===== src/rtl/angle_profile_pwm_if.sv =====
// Link between the rotation controller and the downstream PWM generator.
// The controller publishes ratio/direction/update, and the generator returns
// pwm_done once per PWM period after it has absorbed the current ratio.
interface angle_profile_pwm_if;
  logic [7:0] pwm_ratio;
  logic       pwm_direction;
  logic       pwm_update;
  logic       pwm_done;

  modport master (
    output pwm_ratio,
    output pwm_direction,
    output pwm_update,
    input  pwm_done
  );

  modport slave (
    input  pwm_ratio,
    input  pwm_direction,
    input  pwm_update,
    output pwm_done
  );
endinterface


===== src/rtl/angle_profile_pwm.sv =====
// Swerve steering rotation controller. It turns a target/current encoder
// angle pair into a ramped PWM ratio plus a direction, using the shortest
// wrap-aware path. The profile walks up through ACCEL, holds in CRUISE and
// walks back down through DECEL. A stalled motor is retried a limited
// number of times before a fault is latched. An abort ramps the motor down
// instead of cutting it off.
module angle_profile_pwm #(
  parameter int ANGLE_W   = 12,
  parameter int STEPS     = 16,
  parameter int TOL       = 5,
  parameter int STALL_MIN = 3,
  parameter int MAX_RETRY = 3
) (
  input  logic                 clock,
  input  logic                 reset_n,
  angle_profile_pwm_if.master  pwm,
  input  logic [ANGLE_W-1:0]   target_angle,
  input  logic [ANGLE_W-1:0]   current_angle,
  input  logic                 pwm_enable,
  input  logic                 angle_update,
  input  logic                 abort_angle,
  input  logic                 enable_stall_chk,
  input  logic [7:0]           delay_target,
  input  logic [7:0]           profile_offset,
  input  logic [7:0]           cruise_power,
  input  logic [ANGLE_W-1:0]   decel_dist,
  input  logic [STEPS*8-1:0]   pwm_profile,
  output logic                 angle_done,
  output logic                 aborted,
  output logic                 startup_fail,
  output logic [2:0]           state_out
);

  localparam int STEP_W = $clog2(STEPS);
  localparam logic [STEP_W-1:0]  LAST_STEP = STEP_W'(STEPS - 1);
  localparam logic [ANGLE_W-1:0] HALF_REV  = {1'b1, {(ANGLE_W-1){1'b0}}};

  typedef enum logic [2:0] {
    IDLE     = 3'd0,
    CALC     = 3'd1,
    ACCEL    = 3'd2,
    CRUISE   = 3'd3,
    DECEL    = 3'd4,
    SHUTDOWN = 3'd5,
    FAULT    = 3'd6
  } state_t;

  // Distance on the circle: a modular difference above half a revolution is
  // shorter when it is taken the other way round.
  function automatic logic [ANGLE_W-1:0] wrap_abs(input logic [ANGLE_W-1:0] d);
    return (d <= HALF_REV) ? d : (ANGLE_W'(0) - d);
  endfunction

  state_t              state, state_nxt;
  logic [STEP_W-1:0]   step, step_nxt;
  logic [2:0]          retry, retry_nxt;
  logic [ANGLE_W-1:0]  snapshot, snap_nxt;
  logic [ANGLE_W-1:0]  delta;
  logic                delta_dir;
  logic                calc_ready;
  logic [7:0]          ratio_q, ratio_nxt, ratio_prev;
  logic                dir_q, dir_nxt, dir_prev;
  logic                update_q;
  logic                done_nxt, abort_nxt, fail_nxt;
  logic                pwm_done_d1;
  logic [18:0]         dwell_cnt;

  logic [ANGLE_W-1:0]  diff;
  logic [ANGLE_W-1:0]  moved;
  logic [18:0]         dwell;
  logic                pwm_edge;
  logic                counting;
  logic                tick;
  logic                stall_hit;
  logic [7:0]          entry_sel;
  logic [8:0]          entry_sum;

  assign diff      = target_angle - current_angle;
  assign moved     = wrap_abs(current_angle - snapshot);
  // Step dwell in PWM periods: mantissa in the high nibble, shift in the low.
  assign dwell     = 19'(delay_target[7:4]) << delay_target[3:0];
  assign pwm_edge  = pwm.pwm_done & ~pwm_done_d1;
  assign counting  = (state == ACCEL) || (state == CRUISE) || (state == DECEL);
  assign tick      = counting && pwm_edge && (dwell_cnt == dwell);
  assign stall_hit = (state == CRUISE) && tick && enable_stall_chk &&
                     (moved < ANGLE_W'(STALL_MIN));

  // State register.
  // NOTE: every clocked process here uses non-blocking assignments so all
  // registers sample the same pre-edge values, whatever the process order.
  always_ff @(posedge clock or negedge reset_n) begin
    if (!reset_n) state <= IDLE;
    else          state <= state_nxt;
  end

  // Next-state selection; pwm_enable low wins over everything else.
  // NOTE: each combinational process assigns its outputs a default first, so
  // no path through the case leaves a value unassigned and infers a latch.
  always_comb begin
    state_nxt = state;
    case (state)
      IDLE:     if (angle_update) state_nxt = CALC;
      CALC: begin
        if (abort_angle)                   state_nxt = DECEL;
        else if (calc_ready)               state_nxt = (delta <= ANGLE_W'(TOL)) ? SHUTDOWN : ACCEL;
      end
      ACCEL: begin
        if (abort_angle)                   state_nxt = DECEL;
        else if (delta <= ANGLE_W'(TOL))   state_nxt = SHUTDOWN;
        else if (tick && step == LAST_STEP) state_nxt = CRUISE;
      end
      CRUISE: begin
        if (stall_hit)                     state_nxt = (retry < 3'(MAX_RETRY)) ? CALC : FAULT;
        else if (abort_angle)              state_nxt = DECEL;
        else if (delta <= ANGLE_W'(TOL))   state_nxt = SHUTDOWN;
        else if (delta < decel_dist)       state_nxt = DECEL;
      end
      DECEL: begin
        if (aborted || abort_angle) begin
          if (tick && step == '0)          state_nxt = SHUTDOWN;
        end else if (delta <= ANGLE_W'(TOL)) begin
          state_nxt = SHUTDOWN;
        end
      end
      SHUTDOWN: if (pwm_edge)     state_nxt = IDLE;
      FAULT:    if (angle_update) state_nxt = CALC;
      default:  state_nxt = IDLE;
    endcase
    if (!pwm_enable) state_nxt = IDLE;
  end

  // Datapath updates driven by the current state and the chosen transition.
  always_comb begin
    step_nxt  = step;
    retry_nxt = retry;
    snap_nxt  = snapshot;
    dir_nxt   = dir_q;
    done_nxt  = angle_done;
    abort_nxt = aborted;
    fail_nxt  = startup_fail;
    if (!pwm_enable) begin
      step_nxt = '0;
    end else begin
      case (state)
        IDLE: begin
          step_nxt  = '0;
          retry_nxt = '0;
          if (state_nxt == CALC) begin
            done_nxt  = 1'b0;
            abort_nxt = 1'b0;
            fail_nxt  = 1'b0;
          end
        end
        FAULT: begin
          if (state_nxt == CALC) begin
            step_nxt  = '0;
            retry_nxt = '0;
            done_nxt  = 1'b0;
            abort_nxt = 1'b0;
            fail_nxt  = 1'b0;
          end
        end
        CALC: begin
          if (state_nxt == ACCEL)    dir_nxt   = delta_dir;
          if (state_nxt == DECEL)    abort_nxt = 1'b1;
          if (state_nxt == SHUTDOWN) done_nxt  = 1'b1;
        end
        ACCEL: begin
          if (state_nxt == DECEL)         abort_nxt = 1'b1;
          else if (state_nxt == SHUTDOWN) done_nxt  = 1'b1;
          else if (state_nxt == CRUISE)   snap_nxt  = current_angle;
          else if (tick)                  step_nxt  = step + STEP_W'(1);
        end
        CRUISE: begin
          if (tick) snap_nxt = current_angle;
          case (state_nxt)
            CALC: begin
              retry_nxt = retry + 3'd1;
              step_nxt  = '0;
            end
            FAULT:    fail_nxt = 1'b1;
            DECEL: begin
              step_nxt = LAST_STEP;
              if (abort_angle) abort_nxt = 1'b1;
            end
            SHUTDOWN: done_nxt = 1'b1;
            default:  ;
          endcase
        end
        DECEL: begin
          if (abort_angle) abort_nxt = 1'b1;
          if (state_nxt == SHUTDOWN) begin
            if (!(aborted || abort_angle)) done_nxt = 1'b1;
          end else if (tick && step != '0) begin
            step_nxt = step - STEP_W'(1);
          end
        end
        default: step_nxt = '0;
      endcase
    end

    // Ratio follows the state being entered so it lines up with state_out.
    entry_sel = pwm_profile[{step_nxt, 3'b000} +: 8];
    entry_sum = {1'b0, entry_sel} + {1'b0, profile_offset};
    case (state_nxt)
      ACCEL, DECEL: ratio_nxt = entry_sum[8] ? 8'hFF : entry_sum[7:0];
      CRUISE:       ratio_nxt = cruise_power;
      default:      ratio_nxt = 8'd0;
    endcase
  end

  // Delta pipeline, tick counter, profile registers and status flags.
  // NOTE: every register, including the angle pipeline, takes the reset so a
  // reset mid-move drops the ratio to zero immediately.
  always_ff @(posedge clock or negedge reset_n) begin
    if (!reset_n) begin
      delta        <= '0;
      delta_dir    <= 1'b0;
      calc_ready   <= 1'b0;
      pwm_done_d1  <= 1'b0;
      dwell_cnt    <= '0;
      step         <= '0;
      retry        <= '0;
      snapshot     <= '0;
      ratio_q      <= '0;
      ratio_prev   <= '0;
      dir_q        <= 1'b0;
      dir_prev     <= 1'b0;
      update_q     <= 1'b0;
      angle_done   <= 1'b0;
      aborted      <= 1'b0;
      startup_fail <= 1'b0;
    end else begin
      delta        <= wrap_abs(diff);
      delta_dir    <= (diff <= HALF_REV);
      // CALC spends its first cycle waiting for delta to reflect the new move.
      calc_ready   <= (state == CALC);
      pwm_done_d1  <= pwm.pwm_done;
      if (!counting)     dwell_cnt <= '0;
      else if (pwm_edge) dwell_cnt <= (dwell_cnt == dwell) ? '0 : dwell_cnt + 19'd1;
      step         <= step_nxt;
      retry        <= retry_nxt;
      snapshot     <= snap_nxt;
      ratio_q      <= ratio_nxt;
      ratio_prev   <= ratio_q;
      dir_q        <= dir_nxt;
      dir_prev     <= dir_q;
      // Flags the change one cycle after the output registers move.
      update_q     <= (ratio_q != ratio_prev) || (dir_q != dir_prev);
      angle_done   <= done_nxt;
      aborted      <= abort_nxt;
      startup_fail <= fail_nxt;
    end
  end

  assign pwm.pwm_ratio     = ratio_q;
  assign pwm.pwm_direction = dir_q;
  assign pwm.pwm_update    = update_q;
  assign state_out         = state;

endmodule


===== src/flat_wrapper.sv =====
// flat-port wrapper written by rule: the top's interface ports become plain ports
module angle_profile_pwm_flat 
#(
  parameter int ANGLE_W   = 12,
  parameter int STEPS     = 16,
  parameter int TOL       = 5,
  parameter int STALL_MIN = 3,
  parameter int MAX_RETRY = 3
)
  (clock, reset_n, target_angle, current_angle, pwm_enable, angle_update, abort_angle, enable_stall_chk, delay_target, profile_offset, cruise_power, decel_dist, pwm_profile, angle_done, aborted, startup_fail, state_out, pwm_pwm_ratio, pwm_pwm_direction, pwm_pwm_update, pwm_pwm_done);
  angle_profile_pwm_if pwm_i ();
  input  logic clock;
  input  logic reset_n;
  input  logic [ANGLE_W-1:0] target_angle;
  input  logic [ANGLE_W-1:0] current_angle;
  input  logic pwm_enable;
  input  logic angle_update;
  input  logic abort_angle;
  input  logic enable_stall_chk;
  input  logic [7:0] delay_target;
  input  logic [7:0] profile_offset;
  input  logic [7:0] cruise_power;
  input  logic [ANGLE_W-1:0] decel_dist;
  input  logic [STEPS*8-1:0] pwm_profile;
  output logic angle_done;
  output logic aborted;
  output logic startup_fail;
  output logic [2:0] state_out;
  output wire logic [$bits(pwm_i.pwm_ratio)-1:0] pwm_pwm_ratio;
  output wire logic [$bits(pwm_i.pwm_direction)-1:0] pwm_pwm_direction;
  output wire logic [$bits(pwm_i.pwm_update)-1:0] pwm_pwm_update;
  input wire logic [$bits(pwm_i.pwm_done)-1:0] pwm_pwm_done;
  assign pwm_pwm_ratio = pwm_i.pwm_ratio;
  assign pwm_pwm_direction = pwm_i.pwm_direction;
  assign pwm_pwm_update = pwm_i.pwm_update;
  assign pwm_i.pwm_done = pwm_pwm_done;
  angle_profile_pwm #(.ANGLE_W(ANGLE_W), .STEPS(STEPS), .TOL(TOL), .STALL_MIN(STALL_MIN), .MAX_RETRY(MAX_RETRY)) u_core (.clock(clock), .reset_n(reset_n), .pwm(pwm_i), .target_angle(target_angle), .current_angle(current_angle), .pwm_enable(pwm_enable), .angle_update(angle_update), .abort_angle(abort_angle), .enable_stall_chk(enable_stall_chk), .delay_target(delay_target), .profile_offset(profile_offset), .cruise_power(cruise_power), .decel_dist(decel_dist), .pwm_profile(pwm_profile), .angle_done(angle_done), .aborted(aborted), .startup_fail(startup_fail), .state_out(state_out));
endmodule

===== config.mk =====
export PLATFORM = sky130hd
export DESIGN_NAME = angle_profile_pwm_flat
export DESIGN_NICKNAME = d
export VERILOG_FILES = /design/src/rtl/angle_profile_pwm_if.sv /design/src/rtl/angle_profile_pwm.sv /design/src/flat_wrapper.sv
export SDC_FILE = /design/constraint.sdc
export NUM_CORES = 1
export LEC_CHECK = 0
export CORE_MARGIN = 5
export CORE_UTILIZATION = 30
export DETAILED_ROUTE_END_ITERATION = 10
export PLACE_DENSITY = 0.56
export RECOVER_POWER = 25
export SLEW_MARGIN = 20
export SYNTH_ARGS = -nofsm -noshare
export SYNTH_HDL_FRONTEND = slang
export SYNTH_SLANG_ARGS = --single-unit

===== constraint.sdc =====
create_clock -name clock -period 8.49 [get_ports clock]
set_input_delay 1.698 -clock clock [delete_from_list [all_inputs] [get_ports clock]]
set_output_delay 1.698 -clock clock [all_outputs]
set_load 0.02 [all_outputs]

==> out/summary.txt, run 1 <==
Status - complete, but fails checks
Violated checks - capacitance limit, slew limit
Largest cells by area after synthesis - dfrtp_1 24%, mux2i_1 9.2%, ha_1 7.1%, nand2_1 4.8%, o21ai_0 4.8%
Internal Power - 0.000886 W
Combinational share of power - 0.397
Clock share of power - 0.280
Setup Viol. Count Final - 0
Worst hold-check path type - register to register
Clock sink count - 78
TritonCTS clock tree - built
Post-synthesis simple-gate area fraction - 0.221
Share of the synthesized area in the top cell type - 0.235
# IOs - 211
Antenna cell count - 0
Clock skew - 0.0104 ns
DRC viols - 0
Row cnt - 60
Clk_lat worst skew - 0.34 ns
Cell taking the most area after synthesis - dfrtp_1
Setup crit start - delay_target[4]
Port Buffers - 210
Number of flops mapped to enable cells by yosys - 0
Largest net degree at the start of global routing - 69
Max Clk Rate - 124 MHz
Min Tclk post-route - 8.09 ns
Crit. End Element - register
DR pass1 iterations - 5
Crit path largest cell delay - 0.62 ns
Total Routing Usage GR - 0.186
Commonest non-fill, non-tap cell in the layout - clkdlybuf4s50_1
Mux contribution to synthesized area - 0.119
Crit Reg-Reg Endpoint - u_core.pwm.pwm_ratio[7]$_DFF_PN0_
Least-Margin Pin Slew - 3.70 ns
Final Slew Violations - 69
Vias per cell - 5.12
Setup crit end - u_core.pwm.pwm_ratio[7]$_DFF_PN0_
CP required - 8.74 ns
Net Switching - 0.000448 W
Share of layout cells above drive strength 1 - 0.186
Asr flop ratio synth - 1.00
Total CTS buffers - 9
Reg2reg setup slack - 1.58 ns
Crit Path Max Fanout - 7
Tot Pwr - 0.00133 W
Final Hold Fails - 0
Final wirelength - 30100 um
CTS root buffer - clkbuf_16
Post-synthesis compound-gate area fraction - 0.243
HPWL Detailed - 24700 um
Antenna Nets Post-Route - 0
Post-route insts no fill - 1750
Worst slew margin - -1.46
Syn nets - 1287
Leakage power - 5.53 nW
Syn avg cell area - 7.97 um2
Die height - 176 um
Placed cells - 1726
R2r worst-path depth - 34
Die ar. - 31100 um2
Gp weighted congestion - 0.897
Peak supply drop - 0.0826 mV
Most frequent cells in the layout - 191 x clkdlybuf4s50_1, 143 x buf_4, 104 x nand2_1, 78 x dfrtp_1
First-pass GRT wire length - 47400 um
Die Span X - 176 um
Reg2reg start - u_core.snapshot[1]$_DFFE_PN0P_
Total number of vias - 8955
Cells after synthesis - 1042
WP depth - 30
Clk buf depth - 2
Synth warnings - 0
Post-synth top flop - dfrtp_1
Layout Area Growth over Synthesis - 51.3%
Post-Synth XOR/XNOR Area - 0.0517
Sequential-to-total area share from yosys stat - 0.235
Nets - 1618
Number of synthesized register bits - 78
Post-route clock period utilization - 0.953
Vias in the first global route - 9034
Initial Util - 0.306
Critical path class - primary input to register
Hold_buf cts - 0
Largest family of logic cells by synthesized area - compound AO/OA/AOI/OAI gates
WP data arrival - 8.34 ns
Pwr per Cell Area - 106 nW/um2
Grt total ovfl - 0
Htree depth - 3
CP Buf/Inv Count - 5
Post-Synth Adder-Cell Area - 0.0781
Post-synth cell types - 85
CP top delay family - compound AO/OA/AOI/OAI gates
Post-Syn Area - 8300 um2
CP max-delay cell - or4_4
Util after Layout - 0.463
Max-cap violations - 1
CP startpoint kind - primary input
Sequential power share - 0.323
Initial antenna violation count - 0
Iteration-0 DRC Markers - 592
Core Region - 27100 um2
Worst-path clk slew - 0.06 ns
Net Sw Frac - 0.336
Per-cell routed wire length - 17.2 um
cell type report:
type / count / area, um2
well taps: 372 / 465
clock inverters: 7 / 57.6
fillers: 2677 / 14500
flip-flops and latches: 78 / 1950
repair buffers: 361 / 3320
inverters: 66 / 248
multi-input cells: 857 / 6280
clock buffers: 9 / 225
state kept, by name, indices dropped and copies added (netlist names), 3 cells and up:
signal                flops
u_core.dwell_cnt         19
u_core.delta             12
u_core.snapshot          12
u_core.pwm.pwm_ratio      8
u_core.ratio_prev         8
u_core.step               4
u_core.retry              3
u_core.state_out          3
timing repair:
action                     in CTS  in global routing
cloned                          0                  1
pin swaps                       1                 33
resized for setup               4                 84
setup buffers                   0                  7
setup endpoints to repair       8                  8
routing by layer:
metal,vias to the layer above,share of wire,track usage
met2,204,0.51,0.325
met5,-,0,0
met1,4246,0.45,0.250
met4,0,0.015,0.0384
met3,29,0.035,0.0214
li1,4476,-,-
synth_stat cells (all sizes together) (23+ instances only):
cell type,count
nand2,107
o21ai,84
dfrtp,78
nor2,78
mux2i,77
inv,66
a21oi,56
ha,47
nor3,32
nand2b,29
a31oi,28
nand3,26
xnor2,25
xor2,24
clkbuf,23
power by group through the flow:
stage | Clock (W) | Combinational (W) | Sequential [W]
2_1_floorplan | 0 | 0.000263 | 0.000437
3_3_place_gp | 0 | 0.000505 | 0.000437
3_5_place_dp | 0 | 0.000509 | 0.000438
4_1_cts | 0.000386 | 0.000513 | 0.000431
5_1_grt | 0.000401 | 0.000587 | 0.000436
6_report | 0.000373 | 0.000530 | 0.000431
kinds of logic after synthesis:
group	after synthesis
buffers and inverters	107
AO/OA/AOI/OAI	301
XOR/XNOR	49
flip-flops	78
adder cells (fa/ha/maj)	50
AND/OR/NAND/NOR	362
multiplexers	95
worst min path at each step:
stage / start / end / slack [ns] / depth (start not counted)
after detailed placement: u_core.pwm.pwm_ratio[5]$_DFF_PN0_ / u_core.ratio_prev[5]$_DFF_PN0_ / 0.41 / 0
final: u_core.pwm.pwm_ratio[5]$_DFF_PN0_ / u_core.ratio_prev[5]$_DFF_PN0_ / 0.42 / 0
after global placement: u_core.pwm.pwm_ratio[5]$_DFF_PN0_ / u_core.ratio_prev[5]$_DFF_PN0_ / 0.42 / 0
after CTS: u_core.pwm.pwm_ratio[5]$_DFF_PN0_ / u_core.ratio_prev[5]$_DFF_PN0_ / 0.43 / 0
after global routing: u_core.pwm.pwm_ratio[5]$_DFF_PN0_ / u_core.ratio_prev[5]$_DFF_PN0_ / 0.44 / 0
after floorplan: u_core.snapshot[10]$_DFFE_PN0P_ / u_core.snapshot[10]$_DFFE_PN0P_ / 0.45 / 2
per-stage QoR:
step	cell area (um2)	setup slack [ns]	setup TNS (ns)	hold slack, ns
final	12600	0.403	0	0.416
after global routing	12600	-0.000634	-0.000634	0.441
after CTS	12100	0.00905	0	0.425
after detailed placement	11800	-0.426	-3.34	0.408
after global placement	11800	-0.346	-2.66	0.417
after floorplan	8300	0.0255	0	0.450
No activity file was read; power rests on OpenSTA's default activity.
==> run 2: changes to the inputs <==
--- a/config.mk
+++ b/config.mk
@@ -7,3 +7,3 @@
 export LEC_CHECK = 0
-export CORE_MARGIN = 5
+export CORE_MARGIN = 2
 export CORE_UTILIZATION = 30
--- a/constraint.sdc
+++ b/constraint.sdc
@@ -3,2 +3,2 @@
 set_output_delay 1.698 -clock clock [all_outputs]
-set_load 0.02 [all_outputs]
+set_load 0.05 [all_outputs]
==> out/summary.txt, run 2 (synthesis gave the netlist of run 1 again) <==
Grt total ovfl - 0
Row cnt - 60
Antenna Nets Post-Route - 0
Hold_ws - 0.435 ns
Htree depth - 3
Clock skew - 0.00863 ns
Hold_buf cts - 0
Tot Pwr - 0.00140 W
Status - complete, but fails checks
Worst slew margin - -1.57
Most frequent cells in the layout - 198 x clkdlybuf4s50_1, 150 x buf_4, 103 x nand2_1, 78 x dfrtp_1, 77 x o21ai_0
Antenna cell count - 0
Worst hold-check path type - register to register
Share of layout cells above drive strength 1 - 0.186
DRC viols - 0
Setup crit start - delay_target[1]
Post-route clock period utilization - 0.958
Setup slack after placement - -0.304 ns
Core Region - 27000 um2
Setup Viol. Count Final - 0
CP most frequent cell - nor2_1
Pwr per Cell Area - 112 nW/um2
Top reg by flops - u_core.dwell_cnt
Hold Startpoint - u_core.pwm.pwm_ratio[1]$_DFF_PN0_
Clk_lat worst skew - 0.34 ns
Gp weighted congestion - 0.936
Peak supply drop - 0.0901 mV
Vias in the first global route - 8606
Worst-path clk slew - 0.06 ns
Crit path largest cell delay - 0.57 ns
Internal Power - 0.000934 W
Clock share of power - 0.294
DR pass1 iterations - 6
Per-cell routed wire length - 17.2 um
CP max-delay cell - or4_4
Final WS setup - 0.352 ns
WP data arrival - 8.32 ns
Max-cap violations - 1
Critical path class - primary input to register
Die ar. - 29000 um2
Final Slew Violations - 72
Top Registers - u_core.dwell_cnt x19, u_core.delta x12, u_core.snapshot x12
Sequential power share - 0.309
HPWL Detailed - 24600 um
CP startpoint kind - primary input
TritonCTS clock tree - built
Net Sw Frac - 0.333
Max FFs per register - 19
Die height - 170 um
Reg2reg start - u_core.snapshot[0]$_DFFE_PN0P_
Total Routing Usage GR - 0.198
Crit Path Max Fanout - 8
Final wirelength - 29800 um
Initial Util - 0.307
Clk buf depth - 2
Die Span X - 170 um
Nets - 1624
Vias per cell - 5.19
Initial antenna violation count - 0
First-pass GRT wire length - 45700 um
Least-Margin Pin Slew - 3.86 ns
Min Tclk post-route - 8.14 ns
Iteration-0 DRC Markers - 630
CTS root buffer - clkbuf_16
Total number of vias - 8953
Total CTS buffers - 9
CP required - 8.67 ns
Port Buffers - 210
Commonest non-fill, non-tap cell in the layout - clkdlybuf4s50_1
Largest net degree at the start of global routing - 72
Max Clk Rate - 123 MHz
Clock sink count - 78
Layout Area Growth over Synthesis - 50.9%
Violated checks - capacitance limit, slew limit
# IOs - 211
Leakage power - 5.52 nW
Final Hold Fails - 0
Net Switching - 0.000466 W
Combinational share of power - 0.397
Crit. End Element - register
[run 2: through the flow]
step                area (um2)  utilization  cells  setup TNS [ns]
global route             12500        0.464   1725          -0.126
floorplan                 8300            -   1042               0
global placement         11800        0.438   1702           -2.12
detailed placement       11800        0.438   1702           -2.32
CTS                      12200        0.450   1718               0
finish                   12500        0.464   1725               0
[run 2: cell type report]
type | count | area (um2)
fillers | 2639 | 14500
flip-flops and latches | 78 | 1950
repair buffers | 367 | 3350
clock inverters | 5 | 65.1
multi-input cells | 857 | 6230
well taps | 341 | 427
inverters | 66 | 248
clock buffers | 11 | 253
[run 2: what timing repair did]
item                                    in CTS  in global routing
gates resized for setup                      0                 66
buffers inserted                             0                  7
endpoints found under the setup margin       0                  8
[run 2: path summary, 6_finish.rpt]
kind | slack [ns] | end | depth (start not counted)
max | 0.35 | u_core.pwm.pwm_ratio[5]$_DFF_PN0_ | 33
max reg2reg | 1.64 | u_core.pwm.pwm_ratio[5]$_DFF_PN0_ | 37
min in group asynchronous | 1.29 | u_core.snapshot[9]$_DFFE_PN0P_ | 1
min reg2reg | 0.43 | u_core.ratio_prev[1]$_DFF_PN0_ | 0
min | 0.43 | u_core.ratio_prev[1]$_DFF_PN0_ | 0
max in group asynchronous | 3.15 | u_core.ratio_prev[7]$_DFF_PN0_ | 2
[run 2: critical path, delay by kind of cell]
family | cells | cell delay [ns]
simple gates | 12 | 2.74
buf+inv | 4 | 0.92
fa+ha+maj | 2 | 0.57
mux | 2 | 0.43
compound gates | 13 | 1.97
[run 2: layer usage]
metal | vias up | GRT usage | routed length (um)
met2 | 200 | 0.336 | 14600
met3 | 34 | 0.0258 | 1140
met4 | 0 | 0.0420 | 450
li1 | 4502 | - | -
met5 | - | 0 | 0
met1 | 4217 | 0.268 | 13500
[run 2: power by group through the flow]
stage,combinational (W),clock (W),sequential (W)
after floorplan,0.000263,0,0.000454
after global placement,0.000531,0,0.000439
after detailed placement,0.000534,0,0.000440
after CTS,0.000537,0.000422,0.000433
after global routing,0.000607,0.000439,0.000436
final,0.000555,0.000412,0.000433
==> run 3: changes to the inputs <==
CORE_MARGIN = 5   (was 2)
==> results of run 3 <==
Same layout as run 1 (identical final DEF). Status: complete, but fails checks: capacitance limit, slew limit.
Main changes from that run: total power 0.00133 W -> 0.00135 W; worst IR drop on VDD 0.0826 mV -> 0.0842 mV
